### src/rtl/dmem_arb_pkg.sv
// ============================================================================
// dmem_arb_pkg : shared types and widths for the data-memory arbiter
// Revision     : 1.0
// ============================================================================
`default_nettype none

package dmem_arb_pkg;

    localparam int DMEM_ADDR_W = 9;
    localparam int DMEM_DATA_W = 32;

    typedef enum logic [1:0] {
        OWN_NONE   = 2'd0,
        OWN_CPU_RD = 2'd1,
        OWN_EXT_RD = 2'd2
    } owner_e;

endpackage

`default_nettype wire

### src/rtl/dmem_arb_sel.sv
// ============================================================================
// dmem_arb_sel : grant decision between the CPU and the external port.
//                DMEM_ARB_RR_EN selects strict round-robin, else CPU priority
//                with a starvation bound.
// Revision     : 1.0
// ============================================================================
`default_nettype none

module dmem_arb_sel #(
    parameter int STARVE_MAX = 4
) (
    input  logic clk,
    input  logic reset,
    input  logic cpu_req,
    input  logic ext_req,
    output logic cpu_gnt,
    output logic ext_gnt
);

    logic ext_win;

`ifdef DMEM_ARB_RR_EN
    // ext_turn_q set means the external port owns the next contested cycle
    logic ext_turn_q;
    logic ext_turn_d;

    always_comb begin
        ext_win    = ext_req && (!cpu_req || ext_turn_q);
        ext_turn_d = ext_turn_q;
        if (!reset && cpu_req && ext_req) begin
            ext_turn_d = !ext_turn_q;
        end
    end

    always_ff @(posedge clk or posedge reset) begin
        if (reset) begin
            ext_turn_q <= 1'b0;
        end else begin
            ext_turn_q <= ext_turn_d;
        end
    end
`else
    localparam int                CNT_W   = $clog2(STARVE_MAX + 1);
    localparam logic [CNT_W-1:0] CNT_MAX = CNT_W'(STARVE_MAX);

    logic [CNT_W-1:0] starve_cnt_q;
    logic [CNT_W-1:0] starve_cnt_d;

    always_comb begin
        ext_win      = ext_req && (!cpu_req || (starve_cnt_q == CNT_MAX));
        starve_cnt_d = '0;
        if (!reset && ext_req && !ext_win) begin
            starve_cnt_d = (starve_cnt_q == CNT_MAX) ? starve_cnt_q : starve_cnt_q + 1'b1;
        end
    end

    always_ff @(posedge clk or posedge reset) begin
        if (reset) begin
            starve_cnt_q <= '0;
        end else begin
            starve_cnt_q <= starve_cnt_d;
        end
    end
`endif

    assign ext_gnt = !reset && ext_win;
    assign cpu_gnt = !reset && cpu_req && !ext_win;

endmodule

`default_nettype wire

### src/rtl/dmem_arbiter.sv
// ============================================================================
// dmem_arbiter : shares a single-port sync-read data memory between the CPU
//                and a read-only external port (optional DMEM_ARB_RR_EN).
// Revision     : 1.0
// ============================================================================
`default_nettype none

module dmem_arbiter
    import dmem_arb_pkg::*;
#(
    parameter int ADDR_W     = DMEM_ADDR_W,
    parameter int DATA_W     = DMEM_DATA_W,
    parameter int STARVE_MAX = 4
) (
    input  logic              clk,
    input  logic              reset,
    input  logic              cpu_req,
    input  logic              cpu_we,
    input  logic [ADDR_W-1:0] cpu_addr,
    input  logic [DATA_W-1:0] cpu_wdata,
    output logic              cpu_gnt,
    output logic              cpu_rvalid,
    output logic [DATA_W-1:0] cpu_rdata,
    input  logic              ext_req,
    input  logic [ADDR_W-1:0] ext_addr,
    output logic              ext_gnt,
    output logic              ext_rvalid,
    output logic [DATA_W-1:0] ext_rdata,
    output logic              mem_en,
    output logic              mem_we,
    output logic [ADDR_W-1:0] mem_addr,
    output logic [DATA_W-1:0] mem_wdata,
    input  logic [DATA_W-1:0] mem_rdata
);

    owner_e            owner_q;
    owner_e            owner_d;
    logic [DATA_W-1:0] ext_last_q;
    logic [DATA_W-1:0] ext_last_d;

    dmem_arb_sel #(
        .STARVE_MAX (STARVE_MAX)
    ) u_sel (
        .clk     (clk),
        .reset   (reset),
        .cpu_req (cpu_req),
        .ext_req (ext_req),
        .cpu_gnt (cpu_gnt),
        .ext_gnt (ext_gnt)
    );

    always_comb begin
        mem_en    = cpu_gnt | ext_gnt;
        mem_we    = cpu_gnt & cpu_we;
        mem_wdata = cpu_wdata;
        mem_addr  = '0;
        if (cpu_gnt) begin
            mem_addr = cpu_addr;
        end else if (ext_gnt) begin
            mem_addr = ext_addr;
        end

        // Owner records who issued this cycle's read so next cycle's data is steered
        owner_d = OWN_NONE;
        if (cpu_gnt && !cpu_we) begin
            owner_d = OWN_CPU_RD;
        end else if (ext_gnt) begin
            owner_d = OWN_EXT_RD;
        end

        cpu_rvalid = (owner_q == OWN_CPU_RD);
        ext_rvalid = (owner_q == OWN_EXT_RD);
        cpu_rdata  = cpu_rvalid ? mem_rdata : '0;
        ext_rdata  = ext_rvalid ? mem_rdata : ext_last_q;
        ext_last_d = ext_rdata;
    end

    always_ff @(posedge clk or posedge reset) begin
        if (reset) begin
            owner_q    <= OWN_NONE;
            ext_last_q <= '0;
        end else begin
            owner_q    <= owner_d;
            ext_last_q <= ext_last_d;
        end
    end

endmodule

`default_nettype wire

### config.mk
export PLATFORM = sky130hd
export DESIGN_NAME = dmem_arbiter
export DESIGN_NICKNAME = d
export VERILOG_FILES = /design/src/rtl/dmem_arb_pkg.sv /design/src/rtl/dmem_arb_sel.sv /design/src/rtl/dmem_arbiter.sv
export SDC_FILE = /design/constraint.sdc
export NUM_CORES = 1
export LEC_CHECK = 0
export BUFFER_PORTS_ARGS = -buffer_cell sky130_fd_sc_hd__buf_4
export CAP_MARGIN = 10
export CORE_ASPECT_RATIO = 0.8
export CORE_MARGIN = 2
export CORE_UTILIZATION = 41
export DETAILED_ROUTE_END_ITERATION = 10
export PLACE_DENSITY = 0.95
export SLEW_MARGIN = 40
export SYNTH_ARGS = -nofsm -noshare
export SYNTH_HDL_FRONTEND = slang
export SYNTH_HIERARCHICAL = 1
export SYNTH_SLANG_ARGS = --single-unit
### constraint.sdc
create_clock -name clk -period 4.9 [get_ports clk]
set_input_delay 0.98 -clock clk [delete_from_list [all_inputs] [get_ports clk]]
set_output_delay 0.98 -clock clk [all_outputs]
set_load 0.01 [all_outputs]
==> results.yml <==
global_routing:
  grt_pass1_vias: 1642
  grt_pass1_wl_um: 8320
  grt_usage: 0.182
  antenna_found_initial: 0
  grt_max_degree: 34
  grt-ovfl-total: 0
yosys:
  avgSynthCellArea_um2: 12.1
  yosys_warnings: 6
  synthesis.nets: 269
  synth_seq_area_share: 0.424
  yosysTopAreaCellShare: 0.424
  synth_area_leaders: "dfrtp_1 (42%), mux2_4 (20%), buf_4 (11%)"
  ys_types: 26
  syn_area_um2: 2180
  synth_ff_type: "dfrtp_1"
  yosysMostFrequentCell: "dfrtp_1"
  synth_top_cell_by_area: "dfrtp_1"
  synth_edf_count: 0
  synth_cells: 180
  ys_seq_elements: 37
  synth-async-reset-ratio: 1.00
  synth_top_cells_by_count: "dfrtp_1 (37), and2_1 (33), buf_4 (32), mux2_4 (29), a22o_1 (7)"
cts:
  clockBufferDepth: 2
  path_clk_slew_ps: 70
  tritoncts: "done"
  root_buffer: "clkbuf_8"
  clkSinkCount: 37
  hold_buffers: 0
  htree_levels: 2
  clk_latency_ps: 280
  postCtsSetupRepairBufs: 0
  numCtsBuffers: 5
  cts_resized: 0
sta:
  drv_slew: 0
  fin_worst_skew_ps: 5.22
  tns_ps: 0
  setup_violations: 0
  setup_ws_ps: 1580
  period_minus_slack_ps: 3320
  max_freq_mhz: 301
  worst_pin_slew_ps: 633
  timing.final.crit_share: 0.678
  rsz0062_at_grt: "false"
  slew_headroom: 0.577
  hold_violations: 0
power_and_ir_drop:
  p_per_area_nw_per_um2: 321
  ir_drop_mv: 0.168
  p_leak_nw: 1.59
die:
  pin_count: 198
  die_area_um2: 5930
  fp.dieW_um: 85.6
  die_y_um: 69.3
  row_count: 23
  initial_core_util: 0.431
  fp.coreArea_um2: 5060
critical_path:
  start_kind: "input pin"
  worstPathArrival_ps: 2340
  worstPathRequired_ps: 3920
  critPathMaxFanout: 7
  endpoint: "mem_addr[5]"
  worst-r2r-setup-slack_ps: 3040
  reg2reg_depth: 3
  setup.worst_path.start: "reset"
  r2r-end: "ext_last_q[1]$_DFF_PP0_"
  path_class: "input pin to output pin"
  crit_path_end_kind: "output pin"
  r2r_start: "owner_q[0]$_DFF_PP0_"
cells_and_area:
  diodes: 0
  nets: 370
  drive_above_1_share: 0.635
  area_growth_pct: 40.3
  n_fill_cell: 410
detailed_routing:
  drt_wl_total_um: 5390
  dr.pass1.iters: 4
  antenna_left: 0
  first_iter_violations: 63
  wire_per_inst_um: 15.7
  via_per_inst: 4.69
  drc: 0
  vias: 1612
flow_run:
  maxCapViolCount: 0
hold_path:
  hp-start: "u_sel/starve_cnt_q[0]$_DFFE_PP0P_"
  hold_class: "flip-flop to flip-flop"
  hold_depth: 1
placement:
  dpl.hpwl_um: 4400
  port-buffer-count: 133
  gp_congestion: 0.808
  pre_cts_ws_ps: 1610
status:
  status: "complete, no violations"
metal layers:
| metal | track usage | vias up | routed length, um |
|---|---|---|---|
| met3 | 0.0583 | 7 | 538 |
| met2 | 0.330 | 110 | 2830 |
| met4 | 0.0635 | 0 | 57 |
| li1 | - | 757 | - |
| met1 | 0.199 | 738 | 1970 |
| met5 | 0 | - | 0 |
logic make-up after synthesis:
group	synth area share
adders and majority gates	0.0115
AOI/OAI and AO/OA	0.0390
buffers and inverters	0.160
and+or+nand+nor	0.150
DFF	0.424
muxes	0.215
worst min-delay path by stage:
stage          slack (ps)                           endpoint
2_1_floorplan         440  u_sel/starve_cnt_q[0]$_DFFE_PP0P_
3_3_place_gp          450  u_sel/starve_cnt_q[0]$_DFFE_PP0P_
3_5_place_dp          470  u_sel/starve_cnt_q[0]$_DFFE_PP0P_
4_1_cts               480  u_sel/starve_cnt_q[0]$_DFFE_PP0P_
5_1_grt               490  u_sel/starve_cnt_q[0]$_DFFE_PP0P_
6_report              480  u_sel/starve_cnt_q[0]$_DFFE_PP0P_
report_power, final:
group          total [mW]  switching, mW  internal (mW)
registers           0.382         0.0171          0.365
logic               0.331          0.131          0.200
clock network       0.269          0.104          0.165
total               0.982          0.251          0.731
critical path: stages:
cell      delay (ps)
buf_4            120
nand2b_1         140
a21oi_1          320
nor2b_1          460
a22o_1           200
buf_4            120
sequential cells by signal (all words and copies together), names as in the netlist:
signal / cells
owner_q: 2
ext_last_q: 32
u_sel/starve_cnt_q: 3
area by class of cell:
| cell class | count | area (um^2) | area share |
|---|---|---|---|
| clock buffers | 6 | 82.6 | 0.0270 |
| clock inverters | 2 | 37.5 | 0.0123 |
| inverters | 5 | 18.8 | 0.00613 |
| multi-input cells | 97 | 907 | 0.296 |
| flip-flops and latches | 37 | 926 | 0.302 |
| well taps | 62 | 77.6 | 0.0253 |
| repair buffers | 135 | 1010 | 0.331 |
placed cells by master, fill, tap and decap left out, drive strengths merged, types with 2 or more instances in the layout:
cell | synthesis | routed
nor3b | 2 | 2
nand2b | 2 | 2
a21oi | 2 | 2
dfrtp | 37 | 37
mux2 | 32 | 32
a22o | 7 | 7
clkbuf | 4 | 6
nand2 | 5 | 5
o21ai | 2 | 2
buf | 37 | 135
ha | 2 | 2
inv | 5 | 5
nor2b | 4 | 4
and2 | 33 | 33
metrics by stage:
stage	hold slack, ps	area (um^2)	cells	power, mW	util
floorplan	438	2180	180	0.583	-
global placement	453	2940	336	0.712	0.581
detailed placement	470	2940	336	0.723	0.581
CTS	480	3060	344	0.999	0.605
global route	488	3060	344	1.04	0.605
finish	477	3060	344	0.982	0.605
Note: power is estimated with default switching activity, not from simulation.
